<file path="src/rtl/cache_dfp_arbiter.sv">
`default_nettype none
// ============================================================================
// Module   : cache_dfp_arbiter
// Purpose  : Round-robin arbiter sharing one memory DFP port between the
//            icache and dcache; a grant is held for a whole transaction.
// Revision : 1.0 - initial release
// ============================================================================
module cache_dfp_arbiter #(
    parameter int ADDR_WIDTH = 32,
    parameter int LINE_WIDTH = 256
) (
    input  logic                  clk,
    input  logic                  rst,

    input  logic                  i_dfp_read,
    input  logic [ADDR_WIDTH-1:0] i_dfp_addr,
    output logic [LINE_WIDTH-1:0] i_dfp_rdata,
    output logic                  i_dfp_resp,

    input  logic                  d_dfp_read,
    input  logic                  d_dfp_write,
    input  logic [ADDR_WIDTH-1:0] d_dfp_addr,
    input  logic [LINE_WIDTH-1:0] d_dfp_wdata,
    output logic [LINE_WIDTH-1:0] d_dfp_rdata,
    output logic                  d_dfp_resp,

    output logic                  mem_read,
    output logic                  mem_write,
    output logic [ADDR_WIDTH-1:0] mem_addr,
    output logic [LINE_WIDTH-1:0] mem_wdata,
    input  logic [LINE_WIDTH-1:0] mem_rdata,
    input  logic                  mem_resp,

    output logic                  busy
);

    typedef enum logic [1:0] {
        S_IDLE    = 2'd0,
        S_GRANT_I = 2'd1,
        S_GRANT_D = 2'd2
    } state_t;

    localparam logic c_SIDE_I = 1'b0;
    localparam logic c_SIDE_D = 1'b1;

    state_t r_state;
    state_t w_next_state;
    logic   r_last_grant;

    logic   w_i_req;
    logic   w_d_req;

    assign w_i_req = i_dfp_read;
    assign w_d_req = d_dfp_read | d_dfp_write;

    always_ff @(posedge clk or posedge rst) begin
        if (rst) begin
            r_state      <= S_IDLE;
            r_last_grant <= c_SIDE_D;
        end else begin
            r_state <= w_next_state;
            if (r_state == S_IDLE && w_next_state == S_GRANT_I) begin
                r_last_grant <= c_SIDE_I;
            end else if (r_state == S_IDLE && w_next_state == S_GRANT_D) begin
                r_last_grant <= c_SIDE_D;
            end
        end
    end

    // Grants always return to IDLE after mem_resp, so every transaction is
    // followed by an arbitration cycle with strobes low.
    always_comb begin
        w_next_state = r_state;
        unique case (r_state)
            S_IDLE: begin
                if (w_i_req && w_d_req) begin
                    w_next_state = (r_last_grant == c_SIDE_D) ? S_GRANT_I : S_GRANT_D;
                end else if (w_i_req) begin
                    w_next_state = S_GRANT_I;
                end else if (w_d_req) begin
                    w_next_state = S_GRANT_D;
                end
            end
            S_GRANT_I, S_GRANT_D: begin
                if (mem_resp) begin
                    w_next_state = S_IDLE;
                end
            end
            default: w_next_state = S_IDLE;
        endcase
    end

    always_comb begin
        mem_read   = 1'b0;
        mem_write  = 1'b0;
        mem_addr   = i_dfp_addr;
        i_dfp_resp = 1'b0;
        d_dfp_resp = 1'b0;
        unique case (r_state)
            S_GRANT_I: begin
                mem_read   = 1'b1;
                mem_addr   = i_dfp_addr;
                i_dfp_resp = mem_resp;
            end
            S_GRANT_D: begin
                mem_read   = d_dfp_read;
                mem_write  = d_dfp_write;
                mem_addr   = d_dfp_addr;
                d_dfp_resp = mem_resp;
            end
            default: begin
            end
        endcase
    end

    // Return data is only qualified by the per-side resp, so it fans out raw.
    assign mem_wdata   = d_dfp_wdata;
    assign i_dfp_rdata = mem_rdata;
    assign d_dfp_rdata = mem_rdata;
    assign busy        = (r_state != S_IDLE);

`ifndef SYNTHESIS
    a_d_rw_exclusive : assert property (@(posedge clk) disable iff (rst)
        !(d_dfp_read && d_dfp_write))
        else $error("dcache drove read and write together");

    a_i_hold : assert property (@(posedge clk) disable iff (rst)
        (r_state == S_GRANT_I) |-> i_dfp_read)
        else $error("icache dropped its request while granted");

    a_d_hold : assert property (@(posedge clk) disable iff (rst)
        (r_state == S_GRANT_D) |-> (d_dfp_read || d_dfp_write))
        else $error("dcache dropped its request while granted");
`endif

endmodule
`default_nettype wire
</file>
<file path="config.mk">
export PLATFORM = sky130hd
export DESIGN_NAME = cache_dfp_arbiter
export DESIGN_NICKNAME = d
export VERILOG_FILES = /design/src/rtl/cache_dfp_arbiter.sv
export SDC_FILE = /design/constraint.sdc
export NUM_CORES = 1
export LEC_CHECK = 0
export CORE_AREA = 2 2 542 544
export DETAILED_ROUTE_END_ITERATION = 16
export DIE_AREA = 0 0 544 546
export PLACE_DENSITY = 0.3
export SLEW_MARGIN = 30
export SYNTH_ARGS = -nofsm -noshare
export SYNTH_HDL_FRONTEND = slang
export SYNTH_SLANG_ARGS = --single-unit
export TNS_END_PERCENT = 50
</file>
<file path="constraint.sdc">
create_clock -name clk -period 2.22 [get_ports clk]
set_clock_uncertainty 0.2 [all_clocks]
set_input_delay 0.444 -clock clk [delete_from_list [all_inputs] [get_ports clk]]
set_output_delay 0.444 -clock clk [all_outputs]
set_load 0.01 [all_outputs]
</file>
Yosys cells after proc, flatten, opt, wreduce, memory -nomap -nowiden
Index checks and enable logic that the tools add are counted.
{"block": "classes", "addsub": 0, "n_mul": 0, "n_div": 0, "n_lt_le_gt_ge": 0, "eq_ne": 4, "n_shift": 0, "muxes": 13, "bitwise_logic": 1, "n_reduce_logical": 7}
{"op": "$mux 32", "n": 1}
{"op": "$mux 2", "n": 5}
{"op": "$mux 1", "n": 5}
{"op": "$eq 2x1->1 const B", "n": 2}
{"op": "$eq 2x2->1 const B", "n": 2}
{"op": "$pmux 2 s2", "n": 1}
{"op": "$reduce_bool 2->1", "n": 2}
{"op": "$logic_and 1x1->1", "n": 3}
{"op": "$logic_not 2->1", "n": 1}
{"op": "$pmux 1 s2", "n": 1}
{"op": "$reduce_or 2->1", "n": 1}
{"op": "$or 1x1->1", "n": 1}
{"block": "totals", "ff_bits": 3, "latchBits": 0, "mem_bits_rw": 0, "rom_bits": 0, "output_inout_bits": 805, "mem_count": 0}

Logic depth before layout (Yosys ltp)
{"block": "logic_depth", "depth_word": 9, "ltp_mapped": 6}

Worst setup path after synthesis
Ideal clock, no wire load.
{"block": "synth_path", "path_type": "reg2out", "from": "register r_state[0]", "to": "output mem_addr[10]", "arrival_ns": 1.225, "required_time_ns": 1.576, "setup_slack_ns": 0.351, "stages_incl_launch_ff": 6, "path_buffers": 2, "cell_sequence": "dfrtp_1 > inv_1 > ha_1 > buf_6 > buf_6 > mux2_4"}
{"block": "synth_between", "elab_chain_len": 2}
{"item": "from (decl)", "line": "46", "rtl": "state_t r_state;"}
{"item": "from (signal assigned)", "line": "61", "rtl": "r_state <= w_next_state;"}
{"item": "$eq 2x2->1", "line": "99", "rtl": "unique case (r_state)"}
{"item": "$mux 32", "line": "99"}
{"item": "to (decl)", "line": "29", "rtl": "output logic [ADDR_WIDTH-1:0] mem_addr,"}
No other way between the ends.

Worst setup path after layout
{"block": "layout_path", "from": "register r_state[0]", "to": "output mem_addr[17]"}
Same word-level chain as after synthesis.

==> flow_summary.toml <==
[floorplan]
die-area_um2 = 297000
core_area_um2 = 292100
start_util = 0.02244
rows = 199
die_height_um = 546
io_pins = 1387
die_width_um = 544

[timing]
fin_crit_sh = 1.039
hold_viol = 0
drv_slew = 0
finalSetupViolCount = 32
min_period_ns = 2.306
fin_ws_ns = -0.08620
holdWs_ns = 0.2139
slew_headroom = 0.7817
fmax_ghz = 0.4336
grt_setup_unrepaired = "yes"
worstMarginPinSlew_ns = 0.3288

[route]
post-route-drc-count = 0
first_iter_violations = 245
ant_nets = 0
post_drt_via_cell_ratio = 0.7095
vias = 2926
wirelength_mm = 150.5
drtPass1Iterations = 4
wl_per_cell_um = 36.49

[logic_synthesis]
ys_seq_elements = 3
syn_area_um2 = 6555
yosysSeqAreaShare = 0.01164
synth_cell_types = 22
syn_avg_cell_area_um2 = 7.841
syn_nets = 1422
ys_warn_count = 0
synthCells = 836

[final_layout]
final_nets = 791
mostFrequentLayoutCell = "clkdlybuf4s50_1"
postLayoutCoreUtil = 0.02451
fin_cells = 4124
syn_to_final_growth_pct = 9.200
multi_input_area_um2 = 674.4
regArea_um2 = 76.32
drive_gt1_frac = 0.5245
layout_common_cells = "clkdlybuf4s50_1, mux2_4, buf_6"
fillers = 34823

[clocking]
cts_max_level = 1
clock_latency_ns = 0.22
cts_tree = "built"
cts_num_sinks = 3
clkTransAtPathRegs_ns = 0.03
cts_root_buf = "clkbuf_16"
clk_path_buf_depth = 2
numCtsBuffers = 3

[grt]
gr-usage-all-layers = 0.09671
grt_start_max_net_pins = 12
grt_pass1_vias = 2966
overflow = 0
grt_pass1_wl_mm = 157.9
antenna_found_initial = 13

[critical_path]
cp-start-kind = "flip-flop"
arrival_ns = 1.66
regToRegEndpoint = "r_last_grant"
worstPathMaxFanout = 6
end_kind = "output pin"
path_class = "flip-flop to output pin"
rrSetupSlack_ns = 0.48
rr_startpoint = "r_state[0]"
critPathRequiredTime_ns = 1.58
r2r_cells = 8

[job]
drv_cap = 0

[place]
placedCellCount = 4115
dp.final_hpwl_mm = 146.7
port_buffers = 106
place_congestion = 0.7485

[outcome]
status = "complete, but fails checks"
violations = "negative setup slack"

[worst_hold_path]
holdCritPathClass = "primary input to async pin"

[power_and_ir_drop]
powerDensity_nw_per_um2 = 352.8
leakagePower_nw = 1.063
ir_drop_v = 0.0002103
worst max-delay path by stage:
stage | slack, ns | start | endpoint | cells past startpoint
floorplan | 0.35 | r_state[0] | mem_addr[10] | 5
global placement | -0.32 | mem_resp | d_dfp_resp | 3
detailed placement | -0.30 | mem_resp | d_dfp_resp | 3
CTS | -0.13 | r_state[0] | mem_addr[24] | 6
global route | -0.13 | r_state[0] | mem_addr[3] | 6
finish | -0.09 | r_state[0] | mem_addr[17] | 6
Yosys cell counts:
master / number / area (µm²)
a21oi_1: 2 / 10.01
a21oi_2: 1 / 8.760
a31oi_1: 1 / 6.260
and2_1: 3 / 18.77
buf_4: 768 / 5766
buf_6: 4 / 45.04
dfrtp_1: 2 / 50.05
dfstp_2: 1 / 26.28
ha_1: 4 / 50.05
inv_1: 5 / 18.77
mux2_2: 4 / 45.04
mux2_4: 28 / 420.4
nand2_1: 1 / 3.750
nand3_1: 1 / 5.000
nand3b_1: 1 / 7.510
nor2b_1: 2 / 12.51
nor3_2: 1 / 10.01
nor3b_1: 1 / 7.510
o211ai_2: 1 / 12.51
o21ai_0: 2 / 10.01
o21ai_1: 2 / 10.01
o21bai_2: 1 / 11.26
worst max-delay path, cell delays in order, from the launching register on:
cell and delay (ns):
dfrtp_1 0.38, inv_2 0.09, ha_4 0.19, buf_8 0.15
clkbuf_16 0.15, mux2_4 0.30, buf_6 0.16
cells by family after synthesis:
kind of cell | share of synthesized area
adder cells (fa/ha/maj) | 0.007635
AND/OR/NAND/NOR | 0.009925
buffers and inverters | 0.8893
multiplexers | 0.07100
AO/OA/AOI/OAI | 0.01050
flip-flops | 0.01164
where the power goes:
group / internal (mW) / total, mW / switching, mW
sequential: 0.0783 / 0.0958 / 0.0175
clock: 0.237 / 0.286 / 0.0492
combinational: 1.02 / 2.14 / 1.12
total: 1.34 / 2.53 / 1.19
final cells by class:
class                           instances  share of cell area
Tap cell                             3919              0.6850
Timing Repair Buffer                  136              0.1961
Multi-Input combinational cell         56             0.09421
Clock buffer                            4             0.01101
Sequential cell                         3             0.01066
Inverter                                5            0.002622
Antenna cell                            1           0.0003496
timing repair:
action                                 4_1_cts  5_1_grt
endpoints found under the hold margin        0        0
hold buffers                                 0        0
setup buffers                                2        1
gates resized for setup                     26       22
gates cloned                                 1        1
setup endpoints to repair                   36       33
routing by layer:
metal / global-route usage / up-vias / part of all wire
li1: - / 519 / -
met1: 0.02725 / 833 / 0.095
met2: 0.1318 / 1230 / 0.38
met3: 0.2091 / 334 / 0.47
met4: 0.04426 / 10 / 0.056
met5: 0.003247 / - / 0.00091
state kept, by name (all words and copies together) (netlist names):
signal and count:
r_last_grant 1, r_state 2
through the flow:
stage               cell area (µm²)  power (mW)  setup TNS [ns]  setup WS, ns
global placement               6872       2.000         -0.5638       -0.3233
global route                   7156       2.640          -2.947       -0.1319
CTS                            7068       2.442          -2.561       -0.1315
detailed placement             6872       1.980         -0.5030       -0.2995
floorplan                      6555       2.214               0        0.3509
finish                         7158       2.525          -1.667      -0.08620
(Power assumes the default switching activity.)
